**config.mk**
```make
export PLATFORM = sky130hd
export DESIGN_NAME = spi_slave_ram_if
export DESIGN_NICKNAME = d
export VERILOG_FILES = /design/src/rtl/spi_slave_ram_if.sv
export SDC_FILE = /design/constraint.sdc
export NUM_CORES = 1
export LEC_CHECK = 0
export ABC_AREA = 1
export CORE_MARGIN = 2
export CORE_UTILIZATION = 55
export CTS_BUF_LIST = sky130_fd_sc_hd__clkbuf_2
export CTS_CLUSTER_DIAMETER = 100
export DETAILED_ROUTE_END_ITERATION = 10
export PLACE_DENSITY = 0.81
export SLEW_MARGIN = 20
export SYNTH_ARGS = -nofsm -noshare
export SYNTH_HDL_FRONTEND = slang
export SYNTH_SLANG_ARGS = --single-unit
```
**constraint.sdc**
```tcl
create_clock -name clk -period 1.65 [get_ports clk]
set_input_delay 0.2475 -clock clk [delete_from_list [all_inputs] [get_ports clk]]
set_output_delay 0.2475 -clock clk [all_outputs]
set_load 0.01 [all_outputs]
```
**src/rtl/spi_slave_ram_if.sv**
```systemverilog
// spi_slave_ram_if: SPI slave front-end that deserialises command/payload frames for a RAM and serialises read data back
//   clk       system clock; SPI pins are sampled on its rising edge
//   rst       synchronous active-high reset
//   MOSI      serial data in, MSB first
//   SS_n      active-low slave select; a high level ends the current frame
//   tx_data   read data from the RAM
//   tx_valid  tx_data valid; accepted only while waiting to transmit
//   MISO      serial data out, MSB first; 0 when not shifting
//   rx_valid  one-cycle pulse; rx_data holds a complete {cmd, payload} frame
//   rx_data   last complete frame {cmd[1:0], payload}
//   frame_err one-cycle pulse; SS_n rose before a frame or read completed
module spi_slave_ram_if #(
    parameter int PAYLOAD_W = 8
) (
    input  logic                   clk,
    input  logic                   rst,
    input  logic                   MOSI,
    input  logic                   SS_n,
    input  logic [PAYLOAD_W-1:0]   tx_data,
    input  logic                   tx_valid,
    output logic                   MISO,
    output logic                   rx_valid,
    output logic [PAYLOAD_W+1:0]   rx_data,
    output logic                   frame_err
);
    localparam int W  = PAYLOAD_W + 2;
    localparam int CW = $clog2(W);
    localparam logic [CW-1:0] LAST = CW'(PAYLOAD_W + 1);
    localparam logic [CW-1:0] TXN  = CW'(PAYLOAD_W);

    typedef enum logic [2:0] {
        IDLE, CHK_CMD, WRITE, READ_ADDR, READ_DATA, TX_WAIT, TX_SHIFT, DONE
    } state_t;

    state_t               state;
    logic [CW-1:0]        cnt;
    logic [W-2:0]         rx_sr;
    logic [PAYLOAD_W-1:0] tx_sr;
    logic                 rd_addr_done;
    logic [W-1:0]         rx_next;

    assign rx_next = {rx_sr, MOSI};

    always_ff @(posedge clk) begin
        if (rst) begin
            state        <= IDLE;
            cnt          <= '0;
            rx_sr        <= '0;
            tx_sr        <= '0;
            rd_addr_done <= 1'b0;
            MISO         <= 1'b0;
            rx_valid     <= 1'b0;
            rx_data      <= '0;
            frame_err    <= 1'b0;
        end else begin
            rx_valid  <= 1'b0;
            frame_err <= 1'b0;
            if (SS_n && state != IDLE) begin
                // Deselect wins over any bit on this edge; only DONE is a clean end
                state     <= IDLE;
                cnt       <= '0;
                rx_sr     <= '0;
                tx_sr     <= '0;
                MISO      <= 1'b0;
                frame_err <= (state != DONE);
            end else begin
                case (state)
                    IDLE: if (!SS_n) state <= CHK_CMD;
                    CHK_CMD: begin
                        rx_sr <= rx_next[W-2:0];
                        cnt   <= CW'(1);
                        state <= !MOSI ? WRITE : (rd_addr_done ? READ_DATA : READ_ADDR);
                    end
                    WRITE, READ_ADDR, READ_DATA: begin
                        rx_sr <= rx_next[W-2:0];
                        cnt   <= cnt + CW'(1);
                        if (cnt == LAST) begin
                            rx_data  <= rx_next;
                            rx_valid <= 1'b1;
                            cnt      <= '0;
                            if (state == READ_ADDR) rd_addr_done <= 1'b1;
                            state <= (state == READ_DATA) ? TX_WAIT : DONE;
                        end
                    end
                    TX_WAIT: if (tx_valid) begin
                        // MSB goes out immediately; tx_sr holds the remaining bits left-aligned
                        tx_sr <= tx_data << 1;
                        MISO  <= tx_data[PAYLOAD_W-1];
                        cnt   <= CW'(1);
                        state <= TX_SHIFT;
                    end
                    TX_SHIFT: begin
                        if (cnt == TXN) begin
                            MISO         <= 1'b0;
                            rd_addr_done <= 1'b0;
                            cnt          <= '0;
                            state        <= DONE;
                        end else begin
                            MISO  <= tx_sr[PAYLOAD_W-1];
                            tx_sr <= tx_sr << 1;
                            cnt   <= cnt + CW'(1);
                        end
                    end
                    DONE: ;
                endcase
            end
        end
    end
endmodule

```
==> metrics, run 1 <==
number of register bits inferred by synthesis 37; sum of buffers and inverters on the critical path 1; maximum buffer depth of the clock tree 2; cts-stage hold buffer count 0; overall via count from detail_route between 1k and 1.5k; Synthesis Warnings 0; Netlist cell types 31; worst hold endpoint rx_valid; number of max-cap violations 0; vertical die dimension 60.0 µm; category of cells accounting for the largest share of critical-path delay buffers and inverters; multi-input combinational cell area just under 800 µm²; Worst Path Max Fanout 2; number of global-route vias before repair about 1.4k; Starting Density about 57%; R2R depth 5; slowest stage delay, CP 540 ps; wire length reported by the detailed router around 3400 µm; I/O Pins 26; Setup TNS Final 0 ps; sum of net half-perimeters after detailed placement between 2000 and 2500 µm; placeable core area roughly 0.0030 mm²; sequential fraction of the synthesis area 43.0%; register-to-register setup slack approximately 180 ps; critical path type reg -> out; detail-routed via count per cell 4.92; critical register-to-register path startpoint state[0]; Fin Clk Skew around 4.5 ps; path class of the lowest-slack min-delay path in -> reg; CP startpoint kind register; Placement Rows 20; post-place setup slack around 140 ps; fraction of final layout cells sized beyond drive strength 1 between 10% and 20%; clock buffers created by TritonCTS 5; net count of the finished layout around 280; clock-pin slew on the worst setup and hold paths 190 ps; Fin. Hold Viols 0; number of search-and-repair iterations in the first detailed-routing pass 4; slowest stage cell on the critical path sky130_fd_sc_hd__clkdlybuf4s50_1; H-tree depth 2; min-delay src rst; arrival time at the worst endpoint around 1300 ps; Die X-Extent 60.0 µm; count of antenna-violating nets left after detailed routing 0; net count of the mapped netlist around 250; count of input and output buffers 25; post-CTS setup-driven buffer insertion count 0; setup repair after global routing missed its margin no; Sequential cell area between 700 and 800 µm²; Worst-Skew Late Latency roughly 380 ps; average detailed-routed wire length per instance 11.3 µm; Congestion Overflow GR 0; Worst Tran Pin Value 433 ps; global-route wire length before repair 5890 µm; max frequency approximately 640 MHz; Worst Setup End Kind output port; cell at the root of the clock tree sky130_fd_sc_hd__clkbuf_2; clk sink count 37; synthesized netlist cell count between 200 and 250; largest voltage drop on the vdd net 0.969 mV; leak pwr between 0.8 and 0.9 nW; area delta synth->final 20.1%; final-report setup violation count 0; Power Density around 1500 mW/mm²; Max Transition Viols Final 0; mean instance size in the synthesized netlist between 7 and 8 µm²; largest net degree at the start of global routing 20; fillcell total between 200 and 300; WP data required between 1000 and 1500 ps; Iter 0 DRT Violations 50; final setup margin ~99 ps; number of antenna violations at the first check in global routing 0; share of the cycle needed by the critical path after routing roughly 94%; Total GRT Usage between 20% and 30%; number of design rule violations left after detail routing 0; worst relative slew slack a little under three quarters; total die area roughly 0.0036 mm²; shortest clock period the worst path allows after layout between 1500 and 2000 ps; CP cell instances clkdlybuf4s50_1; antenna diode count 0; endpoint of the worst-slack reg-to-reg timing path rx_sr[8]; Placer Congestion a little over 0.9; mapped cell area about 0.0017 mm²; number of instances on the worst hold path 2; clock tree from TritonCTS done; outcome finished clean
worst register-to-register path, delay by kind of cell (launching register included):
kind / cells / cell delay [ps]
AOI/OAI and AO/OA: 3 / 690
DFF: 1 / 460
buffers and inverters: 1 / 170
and+or+nand+nor: 1 / 100
through the flow:
stage | instance area (µm²) | hold slack [ps] | cells | utilization (%) | power [mW]
2_1_floorplan | 1720 | 320 | 229 | - | 2.23
6_report | 2070 | 424 | 304 | 68.4 | 3.01
5_1_grt | 2070 | 400 | 304 | 68.4 | 3.26
3_5_place_dp | 2000 | 450 | 296 | 66.1 | 2.45
3_3_place_gp | 2000 | 443 | 296 | 66.1 | 2.42
4_1_cts | 2070 | 417 | 304 | 68.3 | 3.02
cell type report:
type	instances	area share [%]
Timing Repair Buffer	30	13.9
Tap cell	44	2.66
Clock buffer	6	1.45
Clock inverter	2	1.87
Multi-Input combinational cell	155	38.4
Inverter	30	5.86
Sequential cell	37	35.8
power by group:
part	internal (mW)	switching (mW)
combinational	0.431	0.798
clock	0.266	0.317
sequential	1.07	0.128
state kept, by name, indices dropped and copies added, names as in the netlist:
name,cells
rx_data,10
rx_sr,9
tx_sr,7
cnt,4
state,3
MISO,1
frame_err,1
rd_addr_done,1
rx_valid,1
cells by family after synthesis:
kind of cell	count (synthesis)	synth area share [%]
AO/OA/AOI/OAI	61	20.2
adder cells (fa/ha/maj)	3	2.18
buffers and inverters	37	10.9
flip-flops	37	43.0
AND/OR/NAND/NOR	91	23.8
cells in the mapped netlist:
cell type | number | area share, %
sky130_fd_sc_hd__clkinv_2 | 1 | 0.29
sky130_fd_sc_hd__nor2_1 | 25 | 5.4
sky130_fd_sc_hd__nor3_1 | 1 | 0.29
sky130_fd_sc_hd__nand2_2 | 8 | 2.9
sky130_fd_sc_hd__a21oi_4 | 1 | 0.94
sky130_fd_sc_hd__clkbuf_2 | 1 | 0.29
sky130_fd_sc_hd__buf_6 | 5 | 3.3
sky130_fd_sc_hd__a21boi_0 | 1 | 0.44
sky130_fd_sc_hd__a31oi_1 | 1 | 0.36
sky130_fd_sc_hd__o21ai_2 | 1 | 0.51
sky130_fd_sc_hd__nor2_4 | 2 | 1.3
sky130_fd_sc_hd__inv_4 | 1 | 0.36
sky130_fd_sc_hd__or2_0 | 1 | 0.36
sky130_fd_sc_hd__nand2_1 | 40 | 8.7
sky130_fd_sc_hd__inv_2 | 6 | 1.3
sky130_fd_sc_hd__a21oi_1 | 22 | 6.4
sky130_fd_sc_hd__a21oi_2 | 2 | 1.0
sky130_fd_sc_hd__nand4_1 | 1 | 0.36
sky130_fd_sc_hd__o21ai_4 | 1 | 0.94
sky130_fd_sc_hd__a22oi_1 | 1 | 0.44
sky130_fd_sc_hd__nand3_2 | 2 | 1.2
sky130_fd_sc_hd__inv_1 | 21 | 4.6
sky130_fd_sc_hd__nor2_2 | 1 | 0.36
sky130_fd_sc_hd__o21ai_1 | 10 | 2.9
sky130_fd_sc_hd__ha_1 | 3 | 2.2
sky130_fd_sc_hd__o21ai_0 | 20 | 5.8
sky130_fd_sc_hd__o31ai_1 | 1 | 0.44
sky130_fd_sc_hd__dfxtp_1 | 37 | 43
sky130_fd_sc_hd__buf_2 | 1 | 0.29
sky130_fd_sc_hd__nand3_1 | 10 | 2.9
sky130_fd_sc_hd__clkinv_4 | 1 | 0.51
per-layer routing:
metal | wire (µm) | vias to the layer above | GRT usage [%]
met5 | 0 | - | 0
li1 | - | 801 | -
met2 | 1620 | 25 | 34.8
met1 | 1640 | 667 | 29.0
met3 | 138 | 2 | 6.49
met4 | 31 | 0 | 7.62
worst max path at each step:
stage               start  cells after the start  slack [ps]         end
2_1_floorplan      cnt[0]                      7         380    tx_sr[2]
3_3_place_gp         SS_n                      6         200      cnt[2]
3_5_place_dp         SS_n                      6         140      cnt[3]
4_1_cts              MISO                      1          60        MISO
5_1_grt        rx_data[0]                      1          10  rx_data[0]
6_report       rx_data[0]                      1         100  rx_data[0]
placed cells by master, fill, tap and decap left out, types with 2 or more instances in the layout:
master                            instances
sky130_fd_sc_hd__ha_1                     3
sky130_fd_sc_hd__clkinv_4                 2
sky130_fd_sc_hd__inv_1                   21
sky130_fd_sc_hd__inv_2                    6
sky130_fd_sc_hd__dfxtp_1                 36
sky130_fd_sc_hd__nand3_1                 10
sky130_fd_sc_hd__clkdlybuf4s50_1         25
sky130_fd_sc_hd__o21ai_0                 20
sky130_fd_sc_hd__buf_4                    5
sky130_fd_sc_hd__a21oi_1                 22
sky130_fd_sc_hd__a21oi_2                  2
sky130_fd_sc_hd__nand2_2                  8
sky130_fd_sc_hd__nand3_2                  2
sky130_fd_sc_hd__nand2_1                 40
sky130_fd_sc_hd__clkbuf_2                 6
sky130_fd_sc_hd__o21ai_1                 10
sky130_fd_sc_hd__nor2_1                  25
sky130_fd_sc_hd__nor2_4                   2
timing repair:
item / 4_1_cts / 5_1_grt
hold endpoints to repair: 0 / 0
gates resized for setup: 0 / 1
setup endpoints to repair: 0 / 1
Note: power is estimated with default switching activity, not from simulation.
==> run 2, diff against run 1 <==
--- a/constraint.sdc
+++ b/constraint.sdc
@@ -3,2 +3,2 @@
 set_output_delay 0.2475 -clock clk [all_outputs]
-set_load 0.01 [all_outputs]
+set_load 0.02 [all_outputs]
==> run 2 against run 1 <==
Compared with the run above: sequential share of layout area shrank 0.45 points; first-iteration DRC count grew 18%; routed wire length shrank 0.93%; setup slack lost 15 ps; hold slack lost 3.3 ps; combinational power is essentially flat; critical path depth is the same; largest power group unchanged; largest cell class unchanged; global-route usage is the same.
==> metrics, run 2 (synthesized netlist as in run 1, its figures left out) <==
Placer Congestion just over 0.9; Placement Rows 20; fillcell total 282; sum of buffers and inverters on the critical path 1; total die area about 0.0036 mm²; CP startpoint kind register; Power Density between 1000 and 1500 mW/mm²; Max Transition Viols Final 0; number of max-cap violations 0; most common cell after layout, fill and taps aside sky130_fd_sc_hd__nand2_1; vertical die dimension approximately 60 µm; Post-Layout Cell Count around 300; maximum buffer depth of the clock tree 2; number of global-route vias before repair 1,360; setup repair after global routing missed its margin no; largest net degree at the start of global routing 20; slowest stage delay, CP between 500 and 600 ps; clk sink count 37; slowest stage cell on the critical path sky130_fd_sc_hd__clkdlybuf4s50_1; WP data required between 1000 and 1500 ps; Sequential cell area about 740 µm²; Setup TNS Final 0 ps; multi-input combinational cell area 796 µm²; global-route wire length before repair 5890 µm; placeable core area 0.00303 mm²; area delta synth->final 21.4%; most used cells in the layout excluding fill and tap cells sky130_fd_sc_hd__nand2_1, sky130_fd_sc_hd__dfxtp_1, sky130_fd_sc_hd__nor2_1, sky130_fd_sc_hd__a21oi_1, sky130_fd_sc_hd__inv_1; count of antenna-violating nets left after detailed routing 0; final-report setup violation count 0; Worst Tran Pin Value ~430 ps; Fin Clk Skew about 6.6 ps; post-CTS setup-driven buffer insertion count 0; shortest clock period the worst path allows after layout approximately 1600 ps; clock buffers created by TritonCTS 5; sum of net half-perimeters after detailed placement approximately 2500 µm; worst relative slew slack just over 70%; cell at the root of the clock tree sky130_fd_sc_hd__clkbuf_2; detail-routed via count per cell about 5; number of design rule violations left after detail routing 0; largest voltage drop on the vdd net slightly below 1 mV; outcome finished clean; fraction of final layout cells sized beyond drive strength 1 about 15%; Fin. Hold Viols 0; wire length reported by the detailed router ~3400 µm; share of the cycle needed by the critical path after routing a little over nine tenths; number of search-and-repair iterations in the first detailed-routing pass 4; overall via count from detail_route between 1.5k and 2k; Worst-Skew Late Latency around 390 ps; Worst Path Max Fanout 1; Worst Setup End Kind output port; leading registers by flop count rx_data x10, rx_sr x9, tx_sr x7; count of input and output buffers 25; switching component of the power ~1.2 mW; clock-pin slew on the worst setup and hold paths 190 ps; # placed instances 296; I/O Pins 26; net count of the finished layout roughly 280; proportion of power drawn by combinational gates between 40% and 50%; flip-flop count of the largest register, all copies and words added 10; clock tree from TritonCTS done; arrival time at the worst endpoint approximately 1300 ps; critical path type reg -> out; Die X-Extent ~60 µm; internal power about 1.8 mW; CP cell instances clkdlybuf4s50_1; path class of the lowest-slack min-delay path in -> reg; leak pwr 1.05 nW; sequential fraction of design power between 30% and 40%; relative contribution of the clock network to total power roughly a fifth; Iter 0 DRT Violations 59; Starting Density around 57%; Congestion Overflow GR 0; Total GRT Usage 22.1%; number of antenna violations at the first check in global routing 0; H-tree depth 2; average detailed-routed wire length per instance approximately 11 µm; category of cells accounting for the largest share of critical-path delay buffers and inverters; largest reg by FF count rx_data; switching power share of the total about two fifths; antenna diode count 0; max frequency roughly 640 MHz
-- run 2: cell types whose count changed in the layout (fill, tap and decap cells not counted) --
cell,before,now
sky130_fd_sc_hd__clkdlybuf4s50_1,25,14
sky130_fd_sc_hd__dfxtp_1,36,37
sky130_fd_sc_hd__dfxtp_2,1,0
sky130_fd_sc_hd__dlygate4sd2_1,0,1
sky130_fd_sc_hd__dlymetal6s2s_1,0,10
-- run 2: final timing paths --
| kind | startpoint | depth (start not counted) | slack (ps) | end |
|---|---|---|---|---|
| max | frame_err | 1 | 80 | frame_err |
| max reg2reg | state[0] | 5 | 170 | rx_sr[8] |
| min | rst | 2 | 420 | rx_valid |
| min reg2reg | tx_sr[6] | 2 | 470 | tx_sr[6] |
-- run 2: layout make-up --
| class | instances | area share, % |
|---|---|---|
| Clock buffer | 6 | 1.43 |
| Timing Repair Buffer | 30 | 14.9 |
| Inverter | 30 | 5.80 |
| Sequential cell | 37 | 35.4 |
| Clock inverter | 2 | 1.85 |
| Tap cell | 44 | 2.63 |
| Multi-Input combinational cell | 155 | 38.0 |
-- run 2: what timing repair did --
item | in CTS | in global routing
resized for setup | 1 | 10
cloned | 0 | 0
pin swaps | 0 | 0
setup endpoints to repair | 1 | 10
hold buffers | 0 | 0
-- run 2: metal layers --
layer  routed length (µm)  track usage (%)  vias to the layer above
met2                 1600             34.8                       22
met4                   63             7.62                        0
met3                   99             6.49                        6
met1                 1630             29.0                      684
met5                    0                0                        -
li1                     -                -                      803
-- run 2: metrics by stage --
step | instance area, µm² | total power [mW] | setup slack, ps | hold slack [ps] | utilization [%]
after global placement | 2000 | 2.43 | 198 | 443 | 66.1
after floorplan | 1720 | 2.23 | 385 | 320 | -
after CTS | 2070 | 3.02 | 9.51 | 417 | 68.3
final | 2090 | 3.01 | 83.7 | 420 | 69.1
after global routing | 2090 | 3.27 | 2.63 | 400 | 69.1
after detailed placement | 2000 | 2.45 | 138 | 450 | 66.1
-- run 2: power groups by stage --
stage / sequential [mW] / clock, mW / combinational [mW]
6_report: 1.20 / 0.583 / 1.23
2_1_floorplan: 1.18 / 0 / 1.05
5_1_grt: 1.22 / 0.637 / 1.41
3_3_place_gp: 1.21 / 0 / 1.22
4_1_cts: 1.20 / 0.587 / 1.24
3_5_place_dp: 1.21 / 0 / 1.24
